`src/rtl/spart_bus_ctrl.sv`:
```
// spart_bus_ctrl: SPART processor bus interface with a programmable baud generator,
// a single-byte transmit holding register and a receive buffer with sticky error flags.
module spart_bus_ctrl #(
   parameter logic [15:0] DEFAULT_DIV = 16'd325,
   parameter int          OVERSAMPLE  = 16
) (
   input  logic       clk,
   input  logic       rst,
   input  logic       iocs,
   input  logic       iorw,
   input  logic [1:0] ioaddr,
   input  logic [7:0] din,
   output logic [7:0] dout,
   input  logic       tbr_in,
   input  logic       rda_in,
   input  logic [7:0] rx_data,
   output logic [7:0] tx_data,
   output logic       tx_load,
   output logic       rx_ack,
   output logic       rx_en,
   output logic       tx_en
);
   typedef enum logic {CFG_IDLE, LO_STAGED} cfg_t;
   typedef enum logic {TX_EMPTY, TX_PEND} tx_t;
   localparam logic [3:0] SUB_TOP = 4'(OVERSAMPLE - 1);
   cfg_t        cfg_q, cfg_d;
   tx_t         tx_q, tx_d;
   logic [15:0] div_q, div_d, cnt_q, cnt_d;
   logic [7:0]  lo_q, lo_d, tx_data_q, tx_data_d, rx_buf_q, rx_buf_d;
   logic [3:0]  sub_q, sub_d;
   logic        rx_en_q, rx_en_d, tx_en_q, tx_en_d;
   logic        rx_full_q, rx_full_d, overrun_q, overrun_d, tx_drop_q, tx_drop_d, rda_q;
   logic        wr, rd, wr_dat, wr_lo, wr_hi, rd_dat, rd_stat, tick, rise, drop_set;
   logic [7:0]  status;
   assign wr      = iocs & ~iorw;
   assign rd      = iocs & iorw;
   assign wr_dat  = wr && ioaddr == 2'b00;
   assign wr_lo   = wr && ioaddr == 2'b10;
   assign wr_hi   = wr && ioaddr == 2'b11;
   assign rd_dat  = rd && ioaddr == 2'b00;
   assign rd_stat = rd && ioaddr == 2'b01;
   assign tick    = div_q != 16'd0 && cnt_q == 16'd0;
   assign rise    = rda_in & ~rda_q;
   assign status  = {4'b0, overrun_q, tx_drop_q, tx_q == TX_EMPTY, rx_full_q};
   assign tx_load = tx_q == TX_PEND && tx_en_q && tbr_in;
   assign rx_ack  = rd_dat;
   assign rx_en   = rx_en_q;
   assign tx_en   = tx_en_q;
   assign tx_data = tx_data_q;
   assign dout    = !rd ? 8'h00 : ioaddr == 2'b00 ? rx_buf_q : ioaddr == 2'b01 ? status :
                    ioaddr == 2'b10 ? div_q[7:0] : div_q[15:8];
   // Divisor commit restarts the baud phase; a zero divisor freezes the generator.
   always_comb begin
      cfg_d   = cfg_q;
      lo_d    = lo_q;
      div_d   = div_q;
      cnt_d   = cnt_q;
      sub_d   = sub_q;
      rx_en_d = 1'b0;
      tx_en_d = 1'b0;
      if (wr_lo) begin
         lo_d  = din;
         cfg_d = LO_STAGED;
      end
      if (wr_hi) begin
         div_d = {din, cfg_q == LO_STAGED ? lo_q : div_q[7:0]};
         cnt_d = div_d - 16'd1;
         sub_d = 4'd0;
         cfg_d = CFG_IDLE;
      end else if (div_q != 16'd0) begin
         cnt_d   = cnt_q == 16'd0 ? div_q - 16'd1 : cnt_q - 16'd1;
         sub_d   = !tick ? sub_q : sub_q == SUB_TOP ? 4'd0 : sub_q + 4'd1;
         rx_en_d = tick;
         tx_en_d = tick && sub_q == SUB_TOP;
      end
   end
   // A write landing in the load cycle refills the holding register instead of dropping.
   always_comb begin
      tx_d      = tx_q;
      tx_data_d = tx_data_q;
      drop_set  = 1'b0;
      if (tx_q == TX_EMPTY || tx_load) begin
         tx_d      = wr_dat ? TX_PEND : TX_EMPTY;
         tx_data_d = wr_dat ? din : tx_data_q;
      end else begin
         drop_set = wr_dat;
      end
      rx_buf_d  = rise ? rx_data : rx_buf_q;
      rx_full_d = rise | (rx_full_q & ~rd_dat);
      overrun_d = (rise & rx_full_q & ~rd_dat) | (overrun_q & ~rd_stat);
      tx_drop_d = drop_set | (tx_drop_q & ~rd_stat);
   end
   always_ff @(posedge clk or negedge rst) begin
      if (!rst) begin
         cfg_q     <= CFG_IDLE;
         tx_q      <= TX_EMPTY;
         div_q     <= DEFAULT_DIV;
         cnt_q     <= DEFAULT_DIV - 16'd1;
         lo_q      <= DEFAULT_DIV[7:0];
         sub_q     <= 4'd0;
         rx_en_q   <= 1'b0;
         tx_en_q   <= 1'b0;
         tx_data_q <= 8'h00;
         rx_buf_q  <= 8'h00;
         rx_full_q <= 1'b0;
         overrun_q <= 1'b0;
         tx_drop_q <= 1'b0;
         rda_q     <= 1'b0;
      end else begin
         cfg_q     <= cfg_d;
         tx_q      <= tx_d;
         div_q     <= div_d;
         cnt_q     <= cnt_d;
         lo_q      <= lo_d;
         sub_q     <= sub_d;
         rx_en_q   <= rx_en_d;
         tx_en_q   <= tx_en_d;
         tx_data_q <= tx_data_d;
         rx_buf_q  <= rx_buf_d;
         rx_full_q <= rx_full_d;
         overrun_q <= overrun_d;
         tx_drop_q <= tx_drop_d;
         rda_q     <= rda_in;
      end
   end
endmodule

```
`config.mk`:
```
export PLATFORM = sky130hd
export DESIGN_NAME = spart_bus_ctrl
export DESIGN_NICKNAME = d
export VERILOG_FILES = /design/src/rtl/spart_bus_ctrl.sv
export SDC_FILE = /design/constraint.sdc
export NUM_CORES = 1
export LEC_CHECK = 0
export BUFFER_PORTS_ARGS = -buffer_cell sky130_fd_sc_hd__buf_2
export CELL_PAD_IN_SITES_DETAIL_PLACEMENT = 0
export CELL_PAD_IN_SITES_GLOBAL_PLACEMENT = 1
export CORE_ASPECT_RATIO = 0.75
export CORE_MARGIN = 2
export CORE_UTILIZATION = 39
export CTS_CLUSTER_DIAMETER = 100
export CTS_CLUSTER_SIZE = 40
export DETAILED_ROUTE_END_ITERATION = 8
export HOLD_SLACK_MARGIN = 0.03
export PLACE_DENSITY = 0.73
export SETUP_SLACK_MARGIN = 0.5
export SYNTH_ARGS = -nofsm -noshare
export SYNTH_HDL_FRONTEND = slang
export SYNTH_SLANG_ARGS = --single-unit
```
`constraint.sdc`:
```
create_clock -name clk -period 6 [get_ports clk]
set_clock_uncertainty 0.2 [all_clocks]
set_input_delay 0.6 -clock clk [delete_from_list [all_inputs] [get_ports clk]]
set_output_delay 0.6 -clock clk [all_outputs]
set_load 0.005 [all_outputs]
```
=== Word-level counts from Yosys, hierarchy flattened ===
Cells that the tools add are included.

* Bits of input ports: 24
* Output and inout bits: 20
* Logic and storage cells: 76
* Bits in registers: 68

* Reduce and logical (&&, ||, !) cells: 18
* Mux-type cells: 20
* Eq/ne operators: 4
* $add $sub $neg: 4
* Bitwise gates (word level): 16

{| class="wikitable"
|+ Operators with widths
! operator !! count
|-
| 16-bit two-way mux || 3
|-
| 16-bit by 1-bit subtractor with 16-bit output (second input constant) || 3
|-
| 8-bit two-way mux || 5
|-
| 16-bit logical NOT || 1
|-
| 4-bit two-way mux || 4
|-
| 16-bit nonzero test || 1
|-
| 1-bit logical AND || 9
|-
| 1-bit AND || 8
|-
| 1-bit two-way mux || 8
|-
| 2-bit nonzero test || 3
|-
| 1-bit NOT || 5
|-
| 4-bit by 1-bit adder with 4-bit output (second input constant) || 1
|-
| 2-bit equality test (second input constant) || 2
|-
| 4-bit equality test (second input constant) || 1
|-
| 2-bit AND reduction || 2
|-
| 1-bit OR || 3
|-
| 2-bit by 1-bit equality test with 1-bit output (second input constant) || 1
|-
| 2-bit logical NOT || 1
|-
| 1-bit logical OR || 1
|}

=== Logic depth before layout (Yosys ltp) ===
* Word-level depth: 5
* Gate-level depth with buffers: 11
* Gate-level depth less buffers: 9

=== Worst setup path after synthesis ===
Ideal clock, no wire load.

* Kind: input port to flip-flop
* Start point: input port ioaddr[0]
* End point: register cnt_q[14]
* Data required time: 5.659 ns
* Stages on the path: 11
* Setup time: 0.141 ns
* Data arrival time: 2.514 ns
* Slack: 3.145 ns
* Cell sequence: buf_6 > and4b_1 > buf_6 > buf_4 > o32a_1 > o21ai_2 > ha_1 > o21ai_0 > nor3_4 > a31o_2 > a31oi_1

* Longest elaborated chain between the ends: 3

{| class="wikitable"
|+ RTL lines
! what !! line !! text
|-
| from (decl) || 11 || <nowiki>input logic [1:0] ioaddr,</nowiki>
|-
| 2-bit equality test (*) || 39 || <nowiki>assign wr_hi = wr && ioaddr == 2'b11;</nowiki>
|-
| 1-bit logical AND (*) || 39 ||
|-
| 16-bit two-way mux / 2-bit nonzero test (equally long branches) || -- ||
|-
| to (signal assigned) || 98 || <nowiki>cnt_q <= DEFAULT_DIV - 16'd1;</nowiki>
|-
| to (signal assigned) || 113 || <nowiki>cnt_q <= cnt_d;</nowiki>
|-
| to (decl) || 28 || <nowiki>logic [15:0] div_q, div_d, cnt_q, cnt_d;</nowiki>
|}

Every way passes the cells marked *; elsewhere a longest branch is shown, timed or not.
A chain may end at the register's enable or synchronous reset.

=== Final worst setup path ===
* Start point: register cnt_q[11]
* End point: register cnt_q[14]

* Longest elaborated chain between the ends: 4

{| class="wikitable"
|+ RTL lines
! what !! line !! text
|-
| 16-bit by 1-bit subtractor with 16-bit output / 16-bit logical NOT (equally long branches) || 71 || <nowiki>cnt_d = cnt_q == 16'd0 ? div_q - 16'd1 : cnt_q - 16'd1;</nowiki>
|-
| 16-bit two-way mux (*) || 71 ||
|-
| 16-bit two-way mux (*) || 70 || <nowiki>end else if (div_q != 16'd0) begin</nowiki>
|-
| 16-bit two-way mux (*) || 65 || <nowiki>if (wr_hi) begin</nowiki>
|}

Every way passes the cells marked *; elsewhere a longest branch is shown, timed or not. The select of a mux whose other input is x is not followed.

==> metrics.cfg <==
[finish]
diodes = 0
fin_util = 0.473
area_growth_pct = 16.0
nFillCells = 850
nNetsFinal = 419
drive_above_1_share = 0.339

[clock_network]
root_buffer = clkbuf_16
post_cts_buffers = 0
cts_sinks = 68
clk_latency_ns = 0.34
numCtsBuffers = 9
htree_levels = 3
ctsLongestPathBuffers = 2
holdBufCountCts = 0
ctsResizeCount = 0
cts_tree = done
clkTransAtPathRegs_ns = 0.06

[hold_path]
whs_endpoint = rda_q
hold_depth = 1
worstHoldStart = rda_in
min_path_type = input port to register

[placement]
gp_congestion = 0.830
dp.final_hpwl_um = 6830
placement.io_buffers = 43

[detailed_routing]
antenna_left = 0
first_iter_violations = 158
post_drt_wl_per_cell_um = 18.2
vias_per_cell = 5.75
drt_drc_violations_left = 0
wl_um = 9590
first_pass_iters = 5
vias = 3026

[worst_setup_path]
r2r_end = cnt_q[14]
reg2reg_slack_ns = 2.55
worst_r2r_startpoint = cnt_q[11]
required_ns = 5.98
rr_worst_depth = 9
cp-end-kind = register
critPathLaunchType = register
crit_fanout = 16
cp_data_arrival_time_ns = 3.43
worstSetupPathType = register to register

[timing]
hold_viol = 0
slew_violations = 0
fin_setup_tns_ns = 0
final.period_utilization = 0.575
worstMarginPinSlew_ns = 0.963
finalCriticalPeriod_ns = 3.45
setup_viol = 0
rsz0062_at_grt = false
relSlewSlack = 0.356
max_freq_ghz = 0.290

[floorplanning]
die_area_mm2 = 0.0104
start_util = 0.408
io-pin-count = 44
die_y_um = 89.0
core_mm2 = 0.00920
die_w_um = 117
rows = 30

[yosys]
ys_dominant_reg_cell = dfrtp_1
ys_seq_area_frac = 0.457
syn_inst = 354
ys_ff_latch = 68
synthTopCellsByCount = dfrtp_1 (58), nand2_1 (47), mux2_2 (36)
syn-num-nets = 380
yosysTopAreaCellShare = 0.387
synthArstFlopShare = 1.00
yosys-top-cells-area = dfrtp_1 (39%), mux2_2 (11%), dfstp_2 (7.0%)
synth_area_per_cell_um2 = 10.6
yosys_warnings = 0
synth_edf_count = 0
netlist_area_mm2 = 0.00375
synth.most_common_cell = dfrtp_1
synth_area_leader_cell = dfrtp_1
ys_types = 59

[grt]
grt_max_degree = 69
grt.overflow.total = 0
antenna_found_initial = 0
grt_pass1_vias = 2786
grt_pass1_wl_um = 15200
grt_use_total = 0.195

[power]
ir_worst_vdd_v = 0.000163
leakage_nw = 1.92
powerDensity_mw_per_mm2 = 387

[run]
drv_cap = 0

[run_status]
status = finished, final reports clean

[flip-flops by register name, indices dropped and copies added, names as in the netlist]
signal	flops
cfg_q	1
cnt_q	16
div_q	16
lo_q	8
overrun_q	1
rda_q	1
rx_buf_q	8
rx_en	1
rx_full_q	1
sub_q	4
tx_data	8
tx_drop_q	1
tx_en	1
tx_q	1
[power breakdown]
part	internal, W	total [W]	switching (W)
combinational	0.000197	0.000415	0.000218
sequential	0.000576	0.000695	0.000119
clock	0.000366	0.000574	0.000209
total	0.00114	0.00168	0.000545
[metrics by stage]
step / hold slack (ns) / cells / total power, W / area [um^2] / worst slack (ns)
3_3_place_gp: 0.271 / 510 / 0.00110 / 4030 / 2.49
3_5_place_dp: 0.282 / 510 / 0.00111 / 4030 / 2.37
6_report: 0.186 / 526 / 0.00168 / 4350 / 2.55
5_1_grt: 0.172 / 526 / 0.00177 / 4350 / 2.32
2_1_floorplan: 0.104 / 354 / 0.000988 / 3750 / 3.14
4_1_cts: 0.176 / 526 / 0.00169 / 4350 / 2.58
[critical path: stages, from the launching register on]
cell     delay [ns]
dfrtp_1        0.41
nor4_2         0.37
and4_1         0.65
a21oi_2        0.31
o21ai_2        0.30
ha_1           0.25
o21ai_0        0.18
nor3_4         0.34
a31o_2         0.22
a31oi_1        0.07
[cell type report]
cell class | instances | area [um^2] | share of cell area
tap | 128 | 160 | 0.0368
sequential | 68 | 1710 | 0.394
multi-input combinational | 266 | 1910 | 0.439
clock inverter | 7 | 100 | 0.0230
timing repair buffer | 46 | 238 | 0.0546
inverter | 2 | 7.51 | 0.00172
clock buffer | 9 | 225 | 0.0517
[cells in the final DEF (no fill, tap or decap), types with 3 or more instances in the layout]
cell type	count
a21oi_1	13
a22oi_1	6
a31oi_1	5
buf_2	43
buf_4	3
clkbuf_16	9
clkinvlp_4	3
dfrtp_1	58
dfstp_2	10
mux2_2	36
mux4_2	4
nand2_1	47
nand3_1	13
nand4_1	5
nor2_1	31
nor2b_1	7
nor3_1	7
nor4_1	5
nor4_2	4
o21a_1	4
o21ai_0	10
o221a_2	4
o221ai_1	3
o31ai_1	5
o32a_1	3
or3_1	8
or4_1	4
xnor2_1	3
[metal layers]
| layer | vias up | track usage | wire, um |
|---|---|---|---|
| li1 | 1405 | - | - |
| met1 | 1529 | 0.299 | 4740 |
| met2 | 82 | 0.278 | 4260 |
| met3 | 10 | 0.0556 | 510 |
| met4 | 0 | 0.0332 | 81 |
| met5 | - | 0 | 0 |
[how the worst max path moves through the flow]
| stage | from | to | cells after the start |
|---|---|---|---|
| 6_report | cnt_q[11] | cnt_q[14] | 9 |
| 5_1_grt | cnt_q[11] | cnt_q[14] | 9 |
| 4_1_cts | cnt_q[11] | cnt_q[14] | 9 |
| 3_5_place_dp | ioaddr[0] | cnt_q[14] | 11 |
| 3_3_place_gp | ioaddr[0] | cnt_q[14] | 11 |
| 2_1_floorplan | ioaddr[0] | cnt_q[14] | 11 |
[logic make-up (layout without fill, tap and decap cells)]
family	after synthesis	in the layout	share of synthesized area
flip-flops	68	68	0.457
AND/OR/NAND/NOR	147	147	0.212
buffers and inverters	20	64	0.0347
XOR/XNOR	4	4	0.00934
AO/OA/AOI/OAI	72	72	0.146
adder cells (fa/ha/maj)	2	2	0.00667
multiplexers	41	41	0.135
(Power assumes the default switching activity.)
